## config.mk

```make
export PLATFORM = sky130hd
export DESIGN_NAME = hazard_ctrl
export DESIGN_NICKNAME = d
export VERILOG_FILES = /design/src/rtl/rv32i_pkg.sv /design/src/rtl/fwd_sel.sv /design/src/rtl/hazard_ctrl.sv
export SDC_FILE = /design/constraint.sdc
export NUM_CORES = 1
export LEC_CHECK = 0
export ABC_AREA = 1
export BUFFER_PORTS_ARGS = -buffer_cell sky130_fd_sc_hd__buf_2
export CORE_ASPECT_RATIO = 1.25
export CORE_UTILIZATION = 40
export DETAILED_ROUTE_END_ITERATION = 10
export HOLD_SLACK_MARGIN = 0.03
export PLACE_DENSITY = 0.69
export SLEW_MARGIN = 5
export SYNTH_ARGS = -nofsm -noshare
export SYNTH_HDL_FRONTEND = slang
export SYNTH_SLANG_ARGS = --single-unit
```

## constraint.sdc

```tcl
create_clock -name clk -period 3.4 [get_ports clk]
set_input_delay 0.17 -clock clk [delete_from_list [all_inputs] [get_ports clk]]
set_output_delay 0.17 -clock clk [all_outputs]
set_load 0.05 [all_outputs]
```

## src/rtl/rv32i_pkg.sv

```systemverilog
// Shared encodings and helpers for the RV32I pipeline control blocks.
// Holds the hazard FSM states, the operand-forwarding select codes and a register-match helper.
package rv32i_pkg;

  typedef enum logic [1:0] {
    RUN   = 2'b00,
    MWAIT = 2'b01,
    ERR   = 2'b10
  } hz_state_e;

  typedef enum logic [1:0] {
    FWD_RF  = 2'b00,
    FWD_MEM = 2'b01,
    FWD_WB  = 2'b10
  } fwd_sel_e;

  // A producer matches a consumer only if it writes a real register; x0 never matches.
  function automatic logic reg_hit(input logic wr, input logic [4:0] rd, input logic [4:0] rs);
    return wr && (rd != 5'd0) && (rd == rs);
  endfunction

endpackage

```

## src/rtl/fwd_sel.sv

```systemverilog
// Operand forwarding select for one EX-stage source register.
// The younger MEM result wins over the older WB result.
module fwd_sel
  import rv32i_pkg::*;
(
  input  logic [4:0] i_mem_rd,
  input  logic       i_mem_wr,
  input  logic [4:0] i_wb_rd,
  input  logic       i_wb_wr,
  input  logic [4:0] i_ex_rs,
  output logic [1:0] o_fwd
);

  fwd_sel_e w_sel;

  // NOTE: w_sel gets its default before any branch, so no path leaves it unassigned and no latch is inferred.
  always_comb begin
    w_sel = FWD_RF;
    if (reg_hit(i_mem_wr, i_mem_rd, i_ex_rs)) begin
      w_sel = FWD_MEM;
    end else if (reg_hit(i_wb_wr, i_wb_rd, i_ex_rs)) begin
      w_sel = FWD_WB;
    end
  end

  assign o_fwd = w_sel;

endmodule

```

## src/rtl/hazard_ctrl.sv

```systemverilog
// Pipeline hazard controller: dmem-wait freeze with timeout, redirect flush,
// load-use interlock, operand forwarding selects and stall/flush performance counters.
module hazard_ctrl
  import rv32i_pkg::*;
#(
  parameter int TIMEOUT = 255,
  parameter int CNT_W   = 32
) (
  input  logic             clk,
  input  logic             rst,
  input  logic [4:0]       id_rs1,
  input  logic [4:0]       id_rs2,
  input  logic             id_use_rs1,
  input  logic             id_use_rs2,
  input  logic [4:0]       ex_rs1,
  input  logic [4:0]       ex_rs2,
  input  logic [4:0]       ex_rd,
  input  logic [4:0]       mem_rd,
  input  logic [4:0]       wb_rd,
  input  logic             ex_wr,
  input  logic             mem_wr,
  input  logic             wb_wr,
  input  logic             ex_is_load,
  input  logic             ex_redirect,
  input  logic             dmem_req,
  input  logic             dmem_ack,
  output logic             stall_if,
  output logic             stall_id,
  output logic             stall_ex,
  output logic             stall_mem,
  output logic             flush_id,
  output logic             bubble_ex,
  output logic [1:0]       fwd_a,
  output logic [1:0]       fwd_b,
  output logic [CNT_W-1:0] stall_cnt,
  output logic [CNT_W-1:0] flush_cnt,
  output logic             err
);

  localparam int                WAIT_W    = $clog2(TIMEOUT + 1);
  localparam logic [WAIT_W-1:0] WAIT_LAST = WAIT_W'(TIMEOUT - 1);

  hz_state_e         r_state;
  hz_state_e         w_state_nxt;
  logic [WAIT_W-1:0] r_wait_cnt;
  logic [WAIT_W-1:0] w_wait_nxt;
  logic [CNT_W-1:0]  r_stall_cnt;
  logic [CNT_W-1:0]  r_flush_cnt;
  logic              w_load_use;
  logic              w_freeze;
  logic              w_front_stall;
  logic              w_flush;
  logic              w_bubble;
  logic              w_any_stall;

  assign w_load_use = ex_is_load &&
                      ((id_use_rs1 && reg_hit(ex_wr, ex_rd, id_rs1)) ||
                       (id_use_rs2 && reg_hit(ex_wr, ex_rd, id_rs2)));

  // Priority inside RUN: dmem freeze, then redirect, then load-use.
  always_comb begin
    w_state_nxt   = r_state;
    w_wait_nxt    = r_wait_cnt;
    w_freeze      = 1'b0;
    w_front_stall = 1'b0;
    w_flush       = 1'b0;
    w_bubble      = 1'b0;
    case (r_state)
      RUN: begin
        if (dmem_req && !dmem_ack) begin
          w_freeze    = 1'b1;
          w_state_nxt = MWAIT;
          w_wait_nxt  = '0;
        end else if (ex_redirect) begin
          w_flush  = 1'b1;
          w_bubble = 1'b1;
        end else if (w_load_use) begin
          w_front_stall = 1'b1;
          w_bubble      = 1'b1;
        end
      end
      MWAIT: begin
        if (dmem_ack) begin
          w_state_nxt = RUN;
        end else begin
          w_freeze = 1'b1;
          if (r_wait_cnt == WAIT_LAST) begin
            w_state_nxt = ERR;
          end else begin
            w_wait_nxt = r_wait_cnt + WAIT_W'(1);
          end
        end
      end
      ERR:     w_freeze = 1'b1;
      default: w_state_nxt = RUN;
    endcase
  end

  // Control outputs are forced low while reset is held, whatever the inputs do.
  assign stall_if    = rst & (w_freeze | w_front_stall);
  assign stall_id    = rst & (w_freeze | w_front_stall);
  assign stall_ex    = rst & w_freeze;
  assign stall_mem   = rst & w_freeze;
  assign flush_id    = rst & w_flush;
  assign bubble_ex   = rst & w_bubble;
  assign w_any_stall = stall_if | stall_id | stall_ex | stall_mem;
  assign err         = (r_state == ERR);

  // NOTE: all state uses non-blocking assignments so every register samples pre-edge values.
  always_ff @(posedge clk or negedge rst) begin
    if (!rst) begin
      r_state     <= RUN;
      r_wait_cnt  <= '0;
      r_stall_cnt <= '0;
      r_flush_cnt <= '0;
    end else begin
      r_state    <= w_state_nxt;
      r_wait_cnt <= w_wait_nxt;
      if (w_any_stall) r_stall_cnt <= r_stall_cnt + CNT_W'(1);
      if (flush_id)    r_flush_cnt <= r_flush_cnt + CNT_W'(1);
    end
  end

  assign stall_cnt = r_stall_cnt;
  assign flush_cnt = r_flush_cnt;

  fwd_sel u_fwd_a (
    .i_mem_rd (mem_rd),
    .i_mem_wr (mem_wr),
    .i_wb_rd  (wb_rd),
    .i_wb_wr  (wb_wr),
    .i_ex_rs  (ex_rs1),
    .o_fwd    (fwd_a)
  );

  fwd_sel u_fwd_b (
    .i_mem_rd (mem_rd),
    .i_mem_wr (mem_wr),
    .i_wb_rd  (wb_rd),
    .i_wb_wr  (wb_wr),
    .i_ex_rs  (ex_rs2),
    .o_fwd    (fwd_b)
  );

endmodule

```

## After elaboration in Yosys (flattened, before gate mapping)

Index checks and enable logic that the tools add are counted.

- Input port bits: 46
- Logic and storage cells: 75
- Flip-flop bits (word level): 74
- Output and inout bits: 75

- Multiplexer cells: 25
- Bitwise operators: 8
- Reductions and logical operators: 22
- Eq/ne operators: 13
- Add/sub/neg operators: 3

Operators with widths:

| cell | number |
|---|---|
| $add 32x1->32 const B | 2 |
| $eq 5x5->1 | 6 |
| $mux 8 | 3 |
| $pmux 8 s2 | 1 |
| $reduce_bool 5->1 | 3 |
| $mux 2 | 7 |
| $logic_and 1x1->1 | 13 |
| $mux 1 | 12 |
| $add 8x1->8 const B | 1 |
| $eq 8x8->1 const B | 1 |
| $ne 2x2->1 const B | 3 |
| $pmux 2 s3 | 1 |
| $and 1x1->1 | 4 |
| $reduce_and 4->1 | 1 |
| $ne 3x3->1 const B | 1 |
| $or 1x1->1 | 3 |
| $pmux 1 s3 | 1 |
| $reduce_and 3->1 | 1 |
| $eq 2x1->1 const B | 1 |
| $eq 2x2->1 const B | 1 |
| $logic_not 2->1 | 1 |
| $reduce_bool 2->1 | 1 |
| $logic_not 1->1 | 1 |
| $logic_or 1x1->1 | 1 |
| $not 1->1 | 1 |

## Longest topological paths before layout

- Word-level depth: 14
- Depth in mapped cells: 11
- Mapped depth without buffers: 11

## Cells and area by module

From an unflattened synthesis, not the netlist that was laid out.

- Cell total of the unflattened synthesis: 868
- Area total of the unflattened synthesis: 5472.7 um2

Modules (own cells, without submodules):

| module | times used | seq. area each (um2) | area an instance (um2) | cells each |
|---|---|---|---|---|
| hazard_ctrl | 1 | 1851.8 | 5044.8 | 768 |
| fwd_sel | 2 | 0.0 | 214.0 | 50 |

## Least setup slack after synthesis

OpenSTA, ideal clock, no wires.

- Path type: in2out
- Start: input mem_rd[3]
- End: output fwd_a[1]
- Data required time: 3.230 ns
- Arrival: 2.604 ns
- Buffers on the path: 0
- Slack: 0.626 ns
- Stages: 3
- Cell sequence: xor2_1 -> nor4_1 -> nor2_1

- Longest elaborated chain between the ends: 4
- Elaborated cells on any way between the ends: 5
- Classes of those cells: eq/ne: 1; mux: 1; reduce/logical: 3

Ends and longest elaborated chain:

| element | RTL line | text |
|---|---|---|
| start, declared | hazard_ctrl.sv:18 | `input logic [4:0] mem_rd,` |
| $reduce_bool 5->1 | rv32i_pkg.sv:19 | `return wr && (rd != 5'd0) && (rd == rs);` |
| $logic_and 1x1->1 | rv32i_pkg.sv:19 |  |
| $logic_and 1x1->1 (*) | rv32i_pkg.sv:19 |  |
| $mux 2 (*) | fwd_sel.sv:19 | `if (reg_hit(i_mem_wr, i_mem_rd, i_ex_rs)) begin` |
| end, declared | hazard_ctrl.sv:33 | `output logic [1:0] fwd_a,` |

Every way passes the cells marked *; elsewhere a longest branch is shown, timed or not.

## Worst setup path after layout

- Start: register r_state[1]
- End: output stall_id

- Longest elaborated chain between the ends: 4
- Elaborated cells on any way between the ends: 7
- Classes of those cells: eq/ne: 2; mux: 2; bitwise: 2; reduce/logical: 1

Ends and longest elaborated chain:

| element | RTL line | text |
|---|---|---|
| start, declared | hazard_ctrl.sv:43 | `hz_state_e r_state;` |
| start signal, assigned | hazard_ctrl.sv:117 | `r_state <= w_state_nxt;` |
| $eq 2x2->1, or another cell as far along | hazard_ctrl.sv:68 | `case (r_state)` |
| $pmux 1 s3 or $mux 1 (tied branches) | hazard_ctrl.sv:68 |  |
| $or 1x1->1 (*) | hazard_ctrl.sv:101 | `assign stall_id = rst & (w_freeze \| w_front_stall);` |
| $and 1x1->1 (*) | hazard_ctrl.sv:101 |  |
| end, declared | hazard_ctrl.sv:28 | `output logic stall_id,` |

Marks and branches as above.

==> metrics.txt <==
Final nets=about 960; Unique masters post-synth=30; cells on worst reg2reg path=7; Synth Area in Adders=0.009560; Slowest-stage cell, CP=dfrtp_1; largest family of logic cells by synthesized area=simple AND/OR/NAND/NOR gates; I/O Buffers=120; internal power=approximately 1900 uW; Synth Area in Simple Gates=0.4534; crit-path max FO=34; detailed router's first-iteration violation count=232; die height=129.9 um; Die ar.=13550 um2; drt total wl=13.73 mm; Final WS setup=1047 ps; Final Hold Viols=0; I/O pin count=about 120; Site Rows=46; Critical Path RT=approximately 3200 ps; clk sinks=74; Synth async-reset ratio=1.000; setup_tns=0 ps; Synth Warn #=0; # hold bufs at CTS=0; placed insts=between 1000 and 1500; total track usage=0.2137; CTS resizes=0; RR Startpoint=r_state[1]; Yosys top cell area share=0.3537; CP startpoint kind=flop; RSZ-0062 raised after global routing=no; top cells by area, synth=dfrtp_1, nand2_1, nor2_1; crit share post-route=0.6920; largest area contributor in the netlist=dfrtp_1; Syn Area/Cell=approximately 6.6 um2; most frequent cells in the layout=nand2_1, buf_2, nor2_1; mux contribution to synthesized area=0; post-synthesis compound-gate area fraction=0.02223; non-filler instance count after layout=1086; Cells after Synth=792; x dimension of the die=about 100 um; Residual DRC=0; Worst Path Arrival=roughly 2200 ps; share of cells above drive strength 1=0.1832; Placed Area=roughly 6000 um2; leakage=between 0.003 and 0.004 uW; reg-to-reg slack, setup=roughly 1500 ps; Slew @ Worst Pin=about 900 ps; fill count=~1300; root buffer cell=clkbuf_16; grt ovf=0; CTS max path bufs=2; Top FF cell, synth=dfrtp_1; status=finished clean; crit-path max cell delay=approximately 400 ps; Min-Delay Path Class=input port to asynchronous set/reset pin; DRT Pass-1 Iters=7; first-pass GRT wire length=about 23 mm; vias in the first global route=4981; Top cell by count, worst path=nand3_1; initial core utilization=0.4116; Post-Synthesis Cell Area=5235 um2; ANT nets after route=0; Sequential Power Share=0.383; Sw Pwr=around 650 uW; Net Sw Frac=0.2606; Buf+Inv Stages, Crit Path=2; Area growth, synth to finish=21.63%; fin area=~6400 um2; clock-pin slew on the worst setup and hold paths=60 ps; DR WL/cell=12.64 um; worst path cell trace=nor2_2 > nand3_1 > nand3_1 > nand2_2 > buf_4 > nand2_4 > buf_2; vias post-DR=5248; net count after synthesis=roughly 840; CP Capture Type=output port; clock power share=0.490; sequential share of the synthesized area=0.3537; skew final=8.898 ps; FMAX=~0.43 GHz; vias per inst=4.832; Post-synth EDFFs=0; reg2reg end=flush_cnt[20]; Skew-Pair Late Insertion Delay=roughly 340 ps; final setup violation count=0; Crit path max-delay family=simple AND/OR/NAND/NOR gates; pin count of the biggest net entering global routing=75; most common cell after layout, fill and taps aside=nand2_1; CTS tree=built; Yosys reg bits=74; H-tree depth=3; min Tclk post-route=approximately 2400 ps; Worst slew margin=0.3834; Slew Limit Fails=0; initial antenna violation count=1; total of max-cap violations=0; DP HPWL=10.56 mm; postcts setup bufs=0; worst vdd rail ir drop=around 0.00024 V; Placeable Area=between 10000 and 15000 um2; XOR/XNOR Fraction of Synth Area=0.09034; Gate power share=0.127; CTS Buf Count=9; Pwr Density=roughly 390 nW/um2; pre-CTS WS=1392 ps; Setup CP Type=flop to output port; total power=between 2000 and 3000 uW; GPL Wtd Cong=0.8758
power groups by stage:
stage	clock network, uW	registers (uW)	logic, uW
6_report	1230	960	319
5_1_grt	1290	965	351
4_1_cts	1250	960	322
3_5_place_dp	0	976	321
3_3_place_gp	0	976	318
2_1_floorplan	0	1050	131
flip-flops by register name (all words and copies together) (netlist names):
signal      count
flush_cnt      32
r_state         2
stall_cnt      32
r_wait_cnt      8
routing by layer:
layer,wire length [um],vias to the layer above,track usage
met1,5796,2376,0.2513
li1,-,2716,-
met4,323,0,0.09832
met5,0,-,0
met2,6982,137,0.3802
met3,628,19,0.03896
through the flow:
stage / util / hold slack [ps]
after floorplan: - / -125.6
after global placement: 0.4700 / 499.6
after detailed placement: 0.4700 / 506.2
after CTS: 0.5004 / 143.4
after global routing: 0.5006 / 192.1
final: 0.5006 / 107.3
worst max-delay path by stage:
stage                     depth (start not counted)        end  startpoint
after floorplan                                   3   fwd_a[1]   mem_rd[3]
after global placement                            6  bubble_ex  r_state[1]
after detailed placement                          7   stall_id  r_state[1]
after CTS                                         6  bubble_ex  r_state[1]
after global routing                              6  bubble_ex  r_state[1]
final                                             7   stall_id  r_state[1]
area by class of cell:
class / instances / area (um2) / area share
Tap cell: 168 / 210.2 / 0.03301
Multi-Input combinational cell: 630 / 3013 / 0.4732
Sequential cell: 74 / 1852 / 0.2908
Timing Repair Buffer: 123 / 625.6 / 0.09825
Inverter: 74 / 277.8 / 0.04362
Clock inverter: 4 / 120.1 / 0.01886
Clock buffer: 12 / 266.5 / 0.04186
Antenna cell: 1 / 2.502 / 0.0003930
synth_stat cells, types with 2 or more instances:
library cell,count
a21oi_1,4
buf_2,8
buf_4,2
buf_6,3
dfrtp_1,74
ha_1,4
inv_1,70
inv_2,4
nand2_1,314
nand2_2,7
nand2_4,2
nand3_1,64
nand3_2,4
nand3b_1,14
nand4_1,11
nor2_1,100
nor2_2,4
nor2_4,4
nor3_1,20
nor3_2,3
nor4_1,2
o21ai_0,14
xnor2_1,20
xor2_1,34
worst register-to-register path, cell delays in order, from the launching register on:
cell and delay (ps):
dfrtp_1 390, nor2_2 140, nand3_2 130, nor2_4 480
nand2_2 210, nor2_2 180, nand3_1 100, xor2_1 150
cell families (layout without fill, tap and decap cells):
| group | Yosys count | count (layout) |
|---|---|---|
| and+or+nand+nor | 550 | 550 |
| DFF | 74 | 74 |
| adders and majority gates | 4 | 4 |
| AOI/OAI and AO/OA | 22 | 22 |
| other | 0 | 1 |
| buffers and inverters | 88 | 213 |
| xor gates and xnor gates | 54 | 54 |
Power figures use the tool's default switching activity.
